--- config.mk ---
export PLATFORM = sky130hd
export DESIGN_NAME = adder_pipe
export DESIGN_NICKNAME = d
export VERILOG_FILES = /design/src/rtl/adder_pipe.sv
export SDC_FILE = /design/constraint.sdc
export NUM_CORES = 1
export LEC_CHECK = 0
export CAP_MARGIN = 20
export CORE_MARGIN = 1
export CORE_UTILIZATION = 40
export DETAILED_ROUTE_END_ITERATION = 10
export HOLD_SLACK_MARGIN = 0.12
export MAX_ROUTING_LAYER = met4
export PLACE_DENSITY = 0.69
export SYNTH_ARGS = -nofsm -noshare
export SYNTH_HDL_FRONTEND = slang
export SYNTH_SLANG_ARGS = --single-unit
--- constraint.sdc ---
create_clock -name clk_i -period 8.1 [get_ports clk_i]
set_input_delay 1.62 -clock clk_i [delete_from_list [all_inputs] [get_ports clk_i]]
set_output_delay 1.62 -clock clk_i [all_outputs]
set_load 0.02 [all_outputs]
--- src/rtl/adder_pipe.sv ---
// Pipelined WIDTH-bit adder/subtractor: the carry chain is cut into SEG-bit
// segments, one per stage, with skew/deskew registers and a valid/ready handshake.
module adder_pipe #(
    parameter int WIDTH = 32,
    parameter int SEG   = 8
) (
    input  logic             clk_i,
    input  logic             rst_i,
    input  logic             valid_i,
    output logic             ready_o,
    input  logic [WIDTH-1:0] a_i,
    input  logic [WIDTH-1:0] b_i,
    input  logic             cin_i,
    input  logic             sub_i,
    output logic             valid_o,
    input  logic             ready_i,
    output logic [WIDTH-1:0] sum_o,
    output logic             cout_o,
    output logic             ovf_o
);

    localparam int STAGES = WIDTH / SEG;

    logic             en;
    logic [WIDTH-1:0] b_eff;
    logic             c0;

    // Subtraction is A + ~B + !borrow; sub_i is folded away before stage 0.
    assign b_eff   = sub_i ? ~b_i : b_i;
    assign c0      = sub_i ? ~cin_i : cin_i;
    assign ready_o = !valid_o || ready_i;
    assign en      = ready_o;

    for (genvar k = 0; k < STAGES; k++) begin : stage
        logic             in_vld;
        logic             in_carry;
        logic [WIDTH-1:0] in_data;
        logic [WIDTH-1:0] in_b;
        logic [SEG:0]     seg_sum;

        logic             vld_q, vld_d;
        logic             carry_q, carry_d;
        logic [WIDTH-1:0] data_q, data_d;
        logic [WIDTH-1:0] b_q, b_d;

        // data holds finished result segments below this stage and unconsumed A above it.
        if (k == 0) begin : g_first
            assign in_vld   = valid_i;
            assign in_carry = c0;
            assign in_data  = a_i;
            assign in_b     = b_eff;
        end else begin : g_next
            assign in_vld   = stage[k-1].vld_q;
            assign in_carry = stage[k-1].carry_q;
            assign in_data  = stage[k-1].data_q;
            assign in_b     = stage[k-1].b_q;
        end

        assign seg_sum = {1'b0, in_data[k*SEG +: SEG]}
                       + {1'b0, in_b[k*SEG +: SEG]}
                       + {{SEG{1'b0}}, in_carry};

        always_comb begin
            vld_d   = vld_q;
            carry_d = carry_q;
            data_d  = data_q;
            b_d     = b_q;
            if (en) begin
                vld_d                   = in_vld;
                carry_d                 = seg_sum[SEG];
                data_d                  = in_data;
                data_d[k*SEG +: SEG]    = seg_sum[SEG-1:0];
                b_d                     = in_b;
            end
        end

        always_ff @(posedge clk_i) begin
            if (rst_i) begin
                vld_q   <= 1'b0;
                carry_q <= 1'b0;
                data_q  <= '0;
                b_q     <= '0;
            end else begin
                vld_q   <= vld_d;
                carry_q <= carry_d;
                data_q  <= data_d;
                b_q     <= b_d;
            end
        end

        if (k == STAGES - 1) begin : g_last
            logic ovf_q, ovf_d;
            logic msb_cin;

            // Carry into the MSB recovered from the MSB's own sum bit.
            assign msb_cin = in_data[WIDTH-1] ^ in_b[WIDTH-1] ^ seg_sum[SEG-1];

            always_comb begin
                ovf_d = ovf_q;
                if (en) begin
                    ovf_d = msb_cin ^ seg_sum[SEG];
                end
            end

            always_ff @(posedge clk_i) begin
                if (rst_i) begin
                    ovf_q <= 1'b0;
                end else begin
                    ovf_q <= ovf_d;
                end
            end
        end
    end

    // The final stage's operand skew register has no consumer.
    logic unused_last_b;
    assign unused_last_b = ^stage[STAGES-1].b_q;

    assign valid_o = stage[STAGES-1].vld_q;
    assign sum_o   = stage[STAGES-1].data_q;
    assign cout_o  = stage[STAGES-1].carry_q;
    assign ovf_o   = stage[STAGES-1].g_last.ovf_q;

endmodule

==> results of run 1 <==
## logic make-up (layout without fill, tap and decap cells)
logic type	after synthesis	count (layout)	share of synthesized area, %
AND/OR/NAND/NOR	387	387	20.3
adder cells (fa/ha/maj)	36	36	6.43
flip-flops	185	185	46.6
AO/OA/AOI/OAI	236	236	17.6
XOR/XNOR	39	39	4.30
buffers and inverters	77	150	4.66
## cells in the mapped netlist, types with 5 or more instances
library cell	instances	area [sq um]
sky130_fd_sc_hd__fa_1	8	160
sky130_fd_sc_hd__ha_1	28	350
sky130_fd_sc_hd__nand2_1	283	1060
sky130_fd_sc_hd__nor3_1	6	30.0
sky130_fd_sc_hd__a21o_1	8	60.1
sky130_fd_sc_hd__nand3_1	13	65.1
sky130_fd_sc_hd__nor2_1	44	165
sky130_fd_sc_hd__buf_1	5	18.8
sky130_fd_sc_hd__xor2_1	12	105
sky130_fd_sc_hd__buf_2	32	160
sky130_fd_sc_hd__xnor2_1	27	236
sky130_fd_sc_hd__inv_1	7	26.3
sky130_fd_sc_hd__a211oi_1	41	308
sky130_fd_sc_hd__a21oi_1	142	711
sky130_fd_sc_hd__o21ai_0	16	80.1
sky130_fd_sc_hd__nor4b_1	6	52.6
sky130_fd_sc_hd__buf_4	11	82.6
sky130_fd_sc_hd__clkbuf_1	20	75.1
sky130_fd_sc_hd__dfxtp_1	185	3700
sky130_fd_sc_hd__or3_1	7	43.8
sky130_fd_sc_hd__or4_1	6	45.0
## report_power, final
part           switching [mW]  total, mW  internal, mW  leakage (nW)
sequential             0.0346       1.00         0.970          1.52
clock                   0.379      0.846         0.467         0.292
combinational           0.119      0.235         0.116          1.88
## worst max-delay path by stage
stage / depth (start not counted) / to / slack [ns]
after floorplan: 4 / ready_o / 4.19
after global placement: 4 / ready_o / 2.34
after detailed placement: 4 / ready_o / 2.34
after CTS: 4 / ready_o / 2.34
after global routing: 4 / ready_o / 2.19
final: 4 / ready_o / 2.36
## flip-flops by register name, indices dropped and copies added (netlist names)
name	count
cout_o	1
ovf_o	1
sum_o	32
valid_o	1
stage.carry_q	3
stage.b_q	48
stage.vld_q	3
stage.data_q	96
## stage by stage
step	util [%]	setup WS, ns	std cells	power (mW)	hold slack (ns)
6_report	49.4	2.36	1298	2.08	0.449
5_1_grt	49.4	2.19	1298	2.18	0.465
4_1_cts	49.4	2.34	1298	2.10	0.453
3_5_place_dp	46.3	2.34	1266	1.26	0.445
3_3_place_gp	46.3	2.34	1266	1.25	0.438
2_1_floorplan	-	4.19	960	1.17	0.432
## per-layer routing
layer / up-vias / wire [um] / track usage, %
li1: 3397 / - / -
met1: 2872 / 8960 / 25.8
met2: 120 / 6790 / 24.1
met3: 22 / 784 / 3.82
met4: 0 / 230 / 5.77
met5: - / 0 / -
## worst min-delay path, delay by kind of cell (launching register included)
| family | cells | cell delay [ns] |
|---|---|---|
| AOI/OAI and AO/OA | 1 | 0.05 |
| and+or+nand+nor | 1 | 0.05 |
| DFF | 1 | 0.31 |
## cell type report
type,instances,area share [%]
clock buffer,17,4.42
multi-input combinational,698,40.2
sequential,185,38.5
clock inverter,15,1.82
tap,265,3.45
timing repair buffer,109,11.2
inverter,9,0.403
## placed cells by master (no fill, tap or decap), drive strengths merged, types with 7 or more instances in the layout
cell           count
a21oi            144
nand3             13
inv               18
ha                28
clkbuf            17
a21o               8
xnor2             27
o21ai             16
xor2              12
dfxtp            185
nor2              44
fa                 8
or3                7
a211oi            42
nand2            283
clkdlybuf4s50    103
==> results by group, run 1 <==
Outcome
  – Status: finished, final reports clean

Setup path
  – Critical-path top delay cell: sky130_fd_sc_hd__and2b_4
  – Dominant delay contributor by cell family on the critical path: buffers and inverters
  – Nature of the critical path startpoint: input port
  – Library cell appearing most often on the critical path: sky130_fd_sc_hd__clkdlybuf4s50_1
  – RR Endpoint: sum_o[30]
  – Slowest stage delay, CP: 0.86 ns
  – R2R Path Start: valid_o
  – Crit. Startpoint: ready_i
  – Worst path required time: 6.48 ns
  – Crit end category: primary output
  – Type of the setup path with the least slack: in2out
  – Crit path cell chain: clkdlybuf4s50_1, and2b_4, inv_6, clkdlybuf4s50_1
  – Number of buffer and inverter instances along the worst setup path: 3
  – Number of cells on the worst reg-to-reg path: 5
  – Largest fanout of any net on the critical path: 112
  – Flop2flop setup slack: 5.12 ns
  – Arrival time of data at the critical path endpoint: 4.12 ns

Clocking
  – Max H-tree Level: 4
  – Clock tree root driver cell: sky130_fd_sc_hd__clkbuf_16
  – CTS tree: yes
  – Clock-pin slew of the registers on the worst-case setup and hold paths: 0.07 ns
  – TritonCTS Sinks: 185
  – Hold Buf Count CTS: 0
  – Setup repair bufs after CTS: 0
  – Number of buffers inserted during clock tree synthesis: 17
  – CTS max path bufs: 2
  – Post-cts resize count: 0
  – Insertion delay to the later sink of the worst-skew pair: 0.44 ns

Synth
  – Post-Syn Instances: 960
  – Number of synthesized register bits: 185
  – Share of synthesized flip-flops with an asynchronous set or reset: 0%
  – Post-synthesis area per instance: 8.27 sq um
  – Count of flip-flops with a built-in enable after synthesis: 0
  – Combined area of all synthesized cells: 7940 sq um
  – Number of distinct standard cells referenced by the synthesized netlist: 47
  – Syn. warnings: 0
  – Most frequently used flop master after synthesis: sky130_fd_sc_hd__dfxtp_1
  – Total nets after synthesis: 1,066
  – Sequential-to-total area share from yosys stat: 46.6%

Global routing
  – Number of antenna violations at the first check in global routing: 0
  – Number of global-route vias before repair: 5,804
  – Overflow after GRT: 0
  – Largest net degree at the start of global routing: 114
  – First-pass GRT wire length: 28.2 mm
  – Global routing usage summed across all routing layers: 17.8%

Timing
  – Count of pins over their slew limit: 0
  – Pin slew with the least headroom to its limit: 0.979 ns
  – Unrepaired setup endpoints after global routing: no
  – Final critical-path share of the clock period: 70.8%
  – Aggregate negative setup slack: 0 ns
  – Final Skew: 0.00926 ns
  – Relative max-transition margin: 34.7%
  – Timing-limited maximum frequency: 174 MHz
  – Hold violation count in the final report: 0
  – Shortest period the worst path allows: 5.74 ns
  – Total setup violations reported at the end of the flow: 0

Floorplanning
  – Number of ports placed on the die boundary: 106
  – Die width: 143 um
  – Floorplan die area: 20,400 sq um
  – Core Box Area: 19,500 sq um
  – Effective utilization at floorplan: 40.8%
  – Chip Height: 143 um
  – Std-Cell Rows: 51

Finish
  – Area taken by flip-flops and latches: 3700 sq um
  – Fill count: 1,932
  – # nets final: 1,126
  – Layout area overhead: 21.2%
  – Multi-input gate area in the final layout: 3870 sq um
  – Final Cell Area: 9620 sq um
  – Antenna diode instance count: 0
  – Share of post-route cells with drive strength above 1: 4.65%

Routing
  – Avg WL per Cell: 12.9 um
  – Post-route antenna net violation count: 0
  – Number of design rule violations left after detail routing: 0
  – Via-to-Cell Ratio: 4.94
  – Final Routed Wirelength: 16.8 mm
  – First-pass detailed-route iteration total: 5
  – DR vias: 6,411
  – Number of violations reported at the end of detailed-routing iteration 0: 444

Placed design
  – Total half-perimeter wirelength after legalization and detailed placement: 10.8 mm
  – Global placement routability congestion: 0.829
  – IO Port Bufs: 105
  – Placed inst area: 9020 sq um

Min path
  – Worst hold path startpoint: sum_o[17]
  – End of the worst hold path: sum_o[17]
  – Worst hold path type: reg2reg
  – Hold depth: 2

Power and ir drop
  – Worst vdd rail ir drop: 0.169 mV
  – Total leakage power: 3.70 nW
  – Power density over cell area: 217 nW/um^2

Job
  – Max-cap violations: 0
Power figures use the tool's default switching activity.
==> run 2, diff against run 1 <==
- PLACE_DENSITY: 0.69 -> 0.71
- clock period: 8.1 -> 4.8 ns (I/O delays scaled with it)
==> run 2 against run 1 <==
  * Clock skew about the same
  * Sequential cell count unchanged
  * Sequential share of layout area down 0.20 points
  * Sequential power up 69%
  * Non-clock buffer count stayed put
  * Register-to-register slack worse by 2.6 ns
  * Clock power rose by 73%
  * Largest cell class unchanged
  * Highest routed layer unchanged
==> results by group, run 2 (synthesized netlist as in run 1, its figures left out) <==
Setup path
  – Library cell appearing most often on the critical path: sky130_fd_sc_hd__clkdlybuf4s50_1
  – Arrival time of data at the critical path endpoint: 2.35 ns
  – R2R Path Start: stage[2].carry_q
  – Nature of the critical path startpoint: input port
  – Type of the setup path with the least slack: in2out
  – Number of buffer and inverter instances along the worst setup path: 3
  – Slowest stage delay, CP: 0.60 ns
  – Flop2flop setup slack: 2.49 ns
  – Crit. Startpoint: ready_i
  – Critical-path top delay cell: sky130_fd_sc_hd__clkdlybuf4s50_1
  – Crit end category: primary output
  – Crit path cell chain: clkdlybuf4s50_1, and2b_4, inv_6, clkdlybuf4s50_1
  – Dominant delay contributor by cell family on the critical path: buffers and inverters
  – Worst path required time: 3.84 ns
  – Largest fanout of any net on the critical path: 2

Clocking
  – CTS tree: yes
  – Insertion delay to the later sink of the worst-skew pair: 0.42 ns
  – Setup repair bufs after CTS: 0
  – TritonCTS Sinks: 185
  – CTS max path bufs: 2
  – Post-cts resize count: 0
  – Max H-tree Level: 4
  – Number of buffers inserted during clock tree synthesis: 17
  – Hold Buf Count CTS: 0
  – Clock tree root driver cell: sky130_fd_sc_hd__clkbuf_16
  – Clock-pin slew of the registers on the worst-case setup and hold paths: 0.06 ns

Floorplanning
  – Core Box Area: 19,500 sq um
  – Die width: 143 um
  – Effective utilization at floorplan: 40.8%
  – Std-Cell Rows: 51
  – Number of ports placed on the die boundary: 106
  – Floorplan die area: 20,400 sq um
  – Chip Height: 143 um

Power and ir drop
  – Total power of the final layout: 3.55 mW
  – Worst vdd rail ir drop: 0.246 mV
  – Total leakage power: 3.72 nW
  – Power density over cell area: 367 nW/um^2

Global routing
  – First-pass GRT wire length: 28.4 mm
  – Number of global-route vias before repair: 5,683
  – Number of antenna violations at the first check in global routing: 0
  – Global routing usage summed across all routing layers: 17.9%
  – Overflow after GRT: 0
  – Largest net degree at the start of global routing: 205

Timing
  – Shortest period the worst path allows: 3.31 ns
  – Final critical-path share of the clock period: 69.0%
  – Count of pins over their slew limit: 0
  – Final worst-path setup slack: 1.49 ns
  – Unrepaired setup endpoints after global routing: no
  – Hold violation count in the final report: 0
  – Timing-limited maximum frequency: 302 MHz
  – Aggregate negative setup slack: 0 ns
  – Total setup violations reported at the end of the flow: 0
  – Final Skew: 0.00905 ns
  – Relative max-transition margin: 38.9%
  – Pin slew with the least headroom to its limit: 0.917 ns

Routing
  – DR vias: 6,432
  – Final Routed Wirelength: 16.8 mm
  – Via-to-Cell Ratio: 4.96
  – Number of design rule violations left after detail routing: 0
  – First-pass detailed-route iteration total: 5
  – Post-route antenna net violation count: 0
  – Number of violations reported at the end of detailed-routing iteration 0: 532
  – Avg WL per Cell: 13.0 um

Min path
  – Worst hold path startpoint: stage[1].data_q[4]
  – Worst hold path type: reg2reg

Outcome
  – Status: finished, final reports clean

Finish
  – Commonest non-fill, non-tap cells in the layout: sky130_fd_sc_hd__nand2_1 (283), sky130_fd_sc_hd__dfxtp_1 (185), sky130_fd_sc_hd__a21oi_1 (142)
  – Most common cell after layout, fill and taps aside: sky130_fd_sc_hd__nand2_1
  – Post-layout utilization of the core: 49.7%
  – Layout area overhead: 21.8%
  – Largest register by flop count: stage.data_q
  – Flip-flop count of the largest register, all copies and words added: 96
  – Antenna diode instance count: 0
  – Final std cells w/o fill: 1,298
  – Share of post-route cells with drive strength above 1: 4.55%
  – # nets final: 1,126

Placed design
  – IO Port Bufs: 105
  – Setup WS pre-CTS: 1.46 ns
  – Total half-perimeter wirelength after legalization and detailed placement: 10.8 mm
  – Count of placed standard cells including taps: 1,266
  – Global placement routability congestion: 0.800

Job
  – Max-cap violations: 0
## run 2: power breakdown
part           switching, mW  total, mW  internal [mW]
clock network          0.591       1.46          0.870
logic                  0.200      0.396          0.196
registers             0.0576       1.69           1.64
total                  0.848       3.55           2.70
## run 2: through the flow
step	area [sq um]	hold slack, ns
finish	9670	0.452
global route	9670	0.464
CTS	9670	0.454
detailed placement	9040	0.444
global placement	9040	0.439
floorplan	7940	0.432
## run 2: final cells by class
type / count / area [sq um]
multi-input cells: 698 / 3870
clock inverters: 11 / 156
well taps: 265 / 332
clock buffers: 21 / 470
flip-flops and latches: 185 / 3700
repair buffers: 109 / 1100
inverters: 9 / 38.8
fillers: 1868 / 9790
## run 2: worst paths after layout
check                                     endpoint  cells after the start
worst max-delay path                       ready_o                      4
worst min-delay path            stage[1].data_q[4]                      2
worst max register to register               ovf_o                      8
worst min register to register  stage[1].data_q[4]                      2
## run 2: worst register-to-register path, cell delays in order (launching register included)
cell and delay [ns]:
sky130_fd_sc_hd__dfxtp_1 0.38, sky130_fd_sc_hd__fa_1 0.25, sky130_fd_sc_hd__inv_1 0.07, sky130_fd_sc_hd__fa_1 0.38, sky130_fd_sc_hd__nand2b_1 0.19, sky130_fd_sc_hd__a21oi_2 0.24, sky130_fd_sc_hd__a21oi_2 0.14, sky130_fd_sc_hd__and4_1 0.19
sky130_fd_sc_hd__or3_1 0.36
## run 2: layer usage
layer	part of all wire, %	track usage [%]	up-vias
li1	-	-	3399
met1	53	26.7	2891
met2	41	23.3	133
met3	4.8	3.96	9
met4	0.83	6.23	0
met5	0	-	-
==> run 3, diff against run 2 <==
- PLACE_DENSITY: 0.71 -> 0.69
- clock period: 4.8 -> 3.5 ns (I/O delays scaled with it)
==> run 3 against run 2 <==
  * Sequential cell count unchanged
  * Critical path depth unchanged
  * First-iteration DRC count down 8.1%
  * The run now ends with design-rule violations left
  * Final cell count unchanged
  * Setup slack worse by 0.87 ns
  * Sequential share of layout area about the same
  * Via count down 1.6%
  * Sequential power up 37%
  * Largest power group unchanged
  * Die area unchanged
  * Count of clock-buffer cells in the layout down 3
  * Clock power up 36%
==> results by group, run 3 (synthesized netlist as in run 1, its figures left out) <==
Placed design
  – Setup WS pre-CTS: 0.475 ns
  – IO Port Bufs: 105
  – Total half-perimeter wirelength after legalization and detailed placement: 10.9 mm
  – Count of placed standard cells including taps: 1,267
  – Placed inst area: 9060 sq um
  – Global placement routability congestion: 0.777

Finish
  – Share of post-route cells with drive strength above 1: 4.65%
  – Fill count: 1,871
  – Post-layout utilization of the core: 49.7%
  – Layout area overhead: 21.8%
  – Flip-flop count of the largest register, all copies and words added: 96
  – Final Cell Area: 9670 sq um
  – Largest register by flop count: stage.data_q
  – Area taken by flip-flops and latches: 3700 sq um
  – Most common cell after layout, fill and taps aside: sky130_fd_sc_hd__nand2_1
  – Antenna diode instance count: 0
  – Final std cells w/o fill: 1,298
  – Multi-input gate area in the final layout: 3870 sq um
  – # nets final: 1,127
  – Commonest non-fill, non-tap cells in the layout: sky130_fd_sc_hd__nand2_1 (283), sky130_fd_sc_hd__dfxtp_1 (185), sky130_fd_sc_hd__a21oi_1 (142)

Setup path
  – Number of cells on the worst reg-to-reg path: 8
  – R2R Path Start: stage[2].b_q[24]
  – Largest fanout of any net on the critical path: 2
  – Slowest stage delay, CP: 0.70 ns
  – Number of buffer and inverter instances along the worst setup path: 3
  – Type of the setup path with the least slack: in2out
  – Crit end category: primary output
  – RR Endpoint: ovf_o
  – Arrival time of data at the critical path endpoint: 2.18 ns
  – Flop2flop setup slack: 1.19 ns
  – Dominant delay contributor by cell family on the critical path: buffers and inverters
  – Critical-path top delay cell: sky130_fd_sc_hd__clkdlybuf4s50_1
  – Crit path cell chain: clkdlybuf4s50_1, and2b_4, inv_6, clkdlybuf4s50_1
  – Worst path required time: 2.80 ns
  – Library cell appearing most often on the critical path: sky130_fd_sc_hd__clkdlybuf4s50_1
  – Nature of the critical path startpoint: input port

Timing
  – Pin slew with the least headroom to its limit: 0.801 ns
  – Worst hold slack: 0.451 ns
  – Relative max-transition margin: 46.6%
  – Final Skew: 0.00688 ns
  – Aggregate negative setup slack: 0 ns
  – Shortest period the worst path allows: 2.88 ns
  – Hold violation count in the final report: 0
  – Unrepaired setup endpoints after global routing: no
  – Count of pins over their slew limit: 0
  – Final worst-path setup slack: 0.622 ns
  – Final critical-path share of the clock period: 82.2%
  – Total setup violations reported at the end of the flow: 0
  – Timing-limited maximum frequency: 347 MHz

Floorplanning
  – Std-Cell Rows: 51
  – Number of ports placed on the die boundary: 106
  – Die width: 143 um
  – Effective utilization at floorplan: 40.8%
  – Core Box Area: 19,500 sq um
  – Floorplan die area: 20,400 sq um
  – Chip Height: 143 um

Routing
  – Avg WL per Cell: 13.1 um
  – Final Routed Wirelength: 16.9 mm
  – Post-route antenna net violation count: 0
  – Number of design rule violations left after detail routing: 2
  – First-pass detailed-route iteration total: 8
  – Via-to-Cell Ratio: 4.88
  – Number of violations reported at the end of detailed-routing iteration 0: 489
  – DR vias: 6,329

Min path
  – Worst hold path startpoint: stage[1].data_q[7]
  – Hold depth: 2
  – End of the worst hold path: stage[1].data_q[7]
  – Worst hold path type: reg2reg

Clocking
  – Hold Buf Count CTS: 0
  – Max H-tree Level: 4
  – TritonCTS Sinks: 185
  – Post-cts resize count: 0
  – Number of buffers inserted during clock tree synthesis: 17
  – Clock-pin slew of the registers on the worst-case setup and hold paths: 0.07 ns
  – Setup repair bufs after CTS: 0
  – CTS max path bufs: 2
  – CTS tree: yes
  – Clock tree root driver cell: sky130_fd_sc_hd__clkbuf_16
  – Insertion delay to the later sink of the worst-skew pair: 0.43 ns

Outcome
  – Failing checks: design-rule violations
  – Status: finished with violations

Global routing
  – Overflow after GRT: 0
  – First-pass GRT wire length: 28.5 mm
  – Number of global-route vias before repair: 5,710
  – Largest net degree at the start of global routing: 205
  – Global routing usage summed across all routing layers: 18.0%
  – Number of antenna violations at the first check in global routing: 0

Power and ir drop
  – Total power of the final layout: 4.84 mW
  – Power density over cell area: 501 nW/um^2
  – Total leakage power: 3.71 nW
  – Worst vdd rail ir drop: 0.324 mV

Job
  – Max-cap violations: 0
-- run 3: cell type report --
type / count / area share (%)
Clock buffer: 18 / 4.54
Clock inverter: 13 / 1.72
Inverter: 9 / 0.401
Multi-Input combinational cell: 698 / 40.0
Sequential cell: 185 / 38.3
Tap cell: 265 / 3.43
Timing Repair Buffer: 110 / 11.6
-- run 3: how the worst max path moves through the flow --
stage / from / end / slack, ns / cells past startpoint
2_1_floorplan: sub_i / stage[0].carry_q / 0.68 / 11
3_3_place_gp: b_i[0] / stage[0].carry_q / 0.51 / 10
3_5_place_dp: cin_i / stage[0].carry_q / 0.48 / 10
4_1_cts: ready_i / ready_o / 0.59 / 4
5_1_grt: ready_i / ready_o / 0.60 / 4
6_report: ready_i / ready_o / 0.62 / 4
-- run 3: worst register-to-register path, cell delays in order (launching register included) --
cell and delay, ns:
sky130_fd_sc_hd__dfxtp_1 0.39, sky130_fd_sc_hd__fa_1 0.25, sky130_fd_sc_hd__inv_1 0.07, sky130_fd_sc_hd__fa_1 0.37, sky130_fd_sc_hd__nand2b_1 0.19, sky130_fd_sc_hd__a21oi_2 0.24, sky130_fd_sc_hd__a21oi_2 0.14, sky130_fd_sc_hd__and4_1 0.19
sky130_fd_sc_hd__or3_1 0.36
-- run 3: per-layer routing --
layer  GRT usage (%)  share of wire [%]
met2            23.3                 40
met1            27.1                 54
met4            5.66                1.5
met3            3.86                4.5
met5               -                  0
-- run 3: where the power goes --
| group | internal [mW] | switching, mW | total, mW | leakage [nW] |
|---|---|---|---|---|
| Sequential | 2.24 | 0.0794 | 2.32 | 1.52 |
| Combinational | 0.271 | 0.273 | 0.545 | 1.90 |
| Clock | 1.15 | 0.829 | 1.98 | 0.290 |
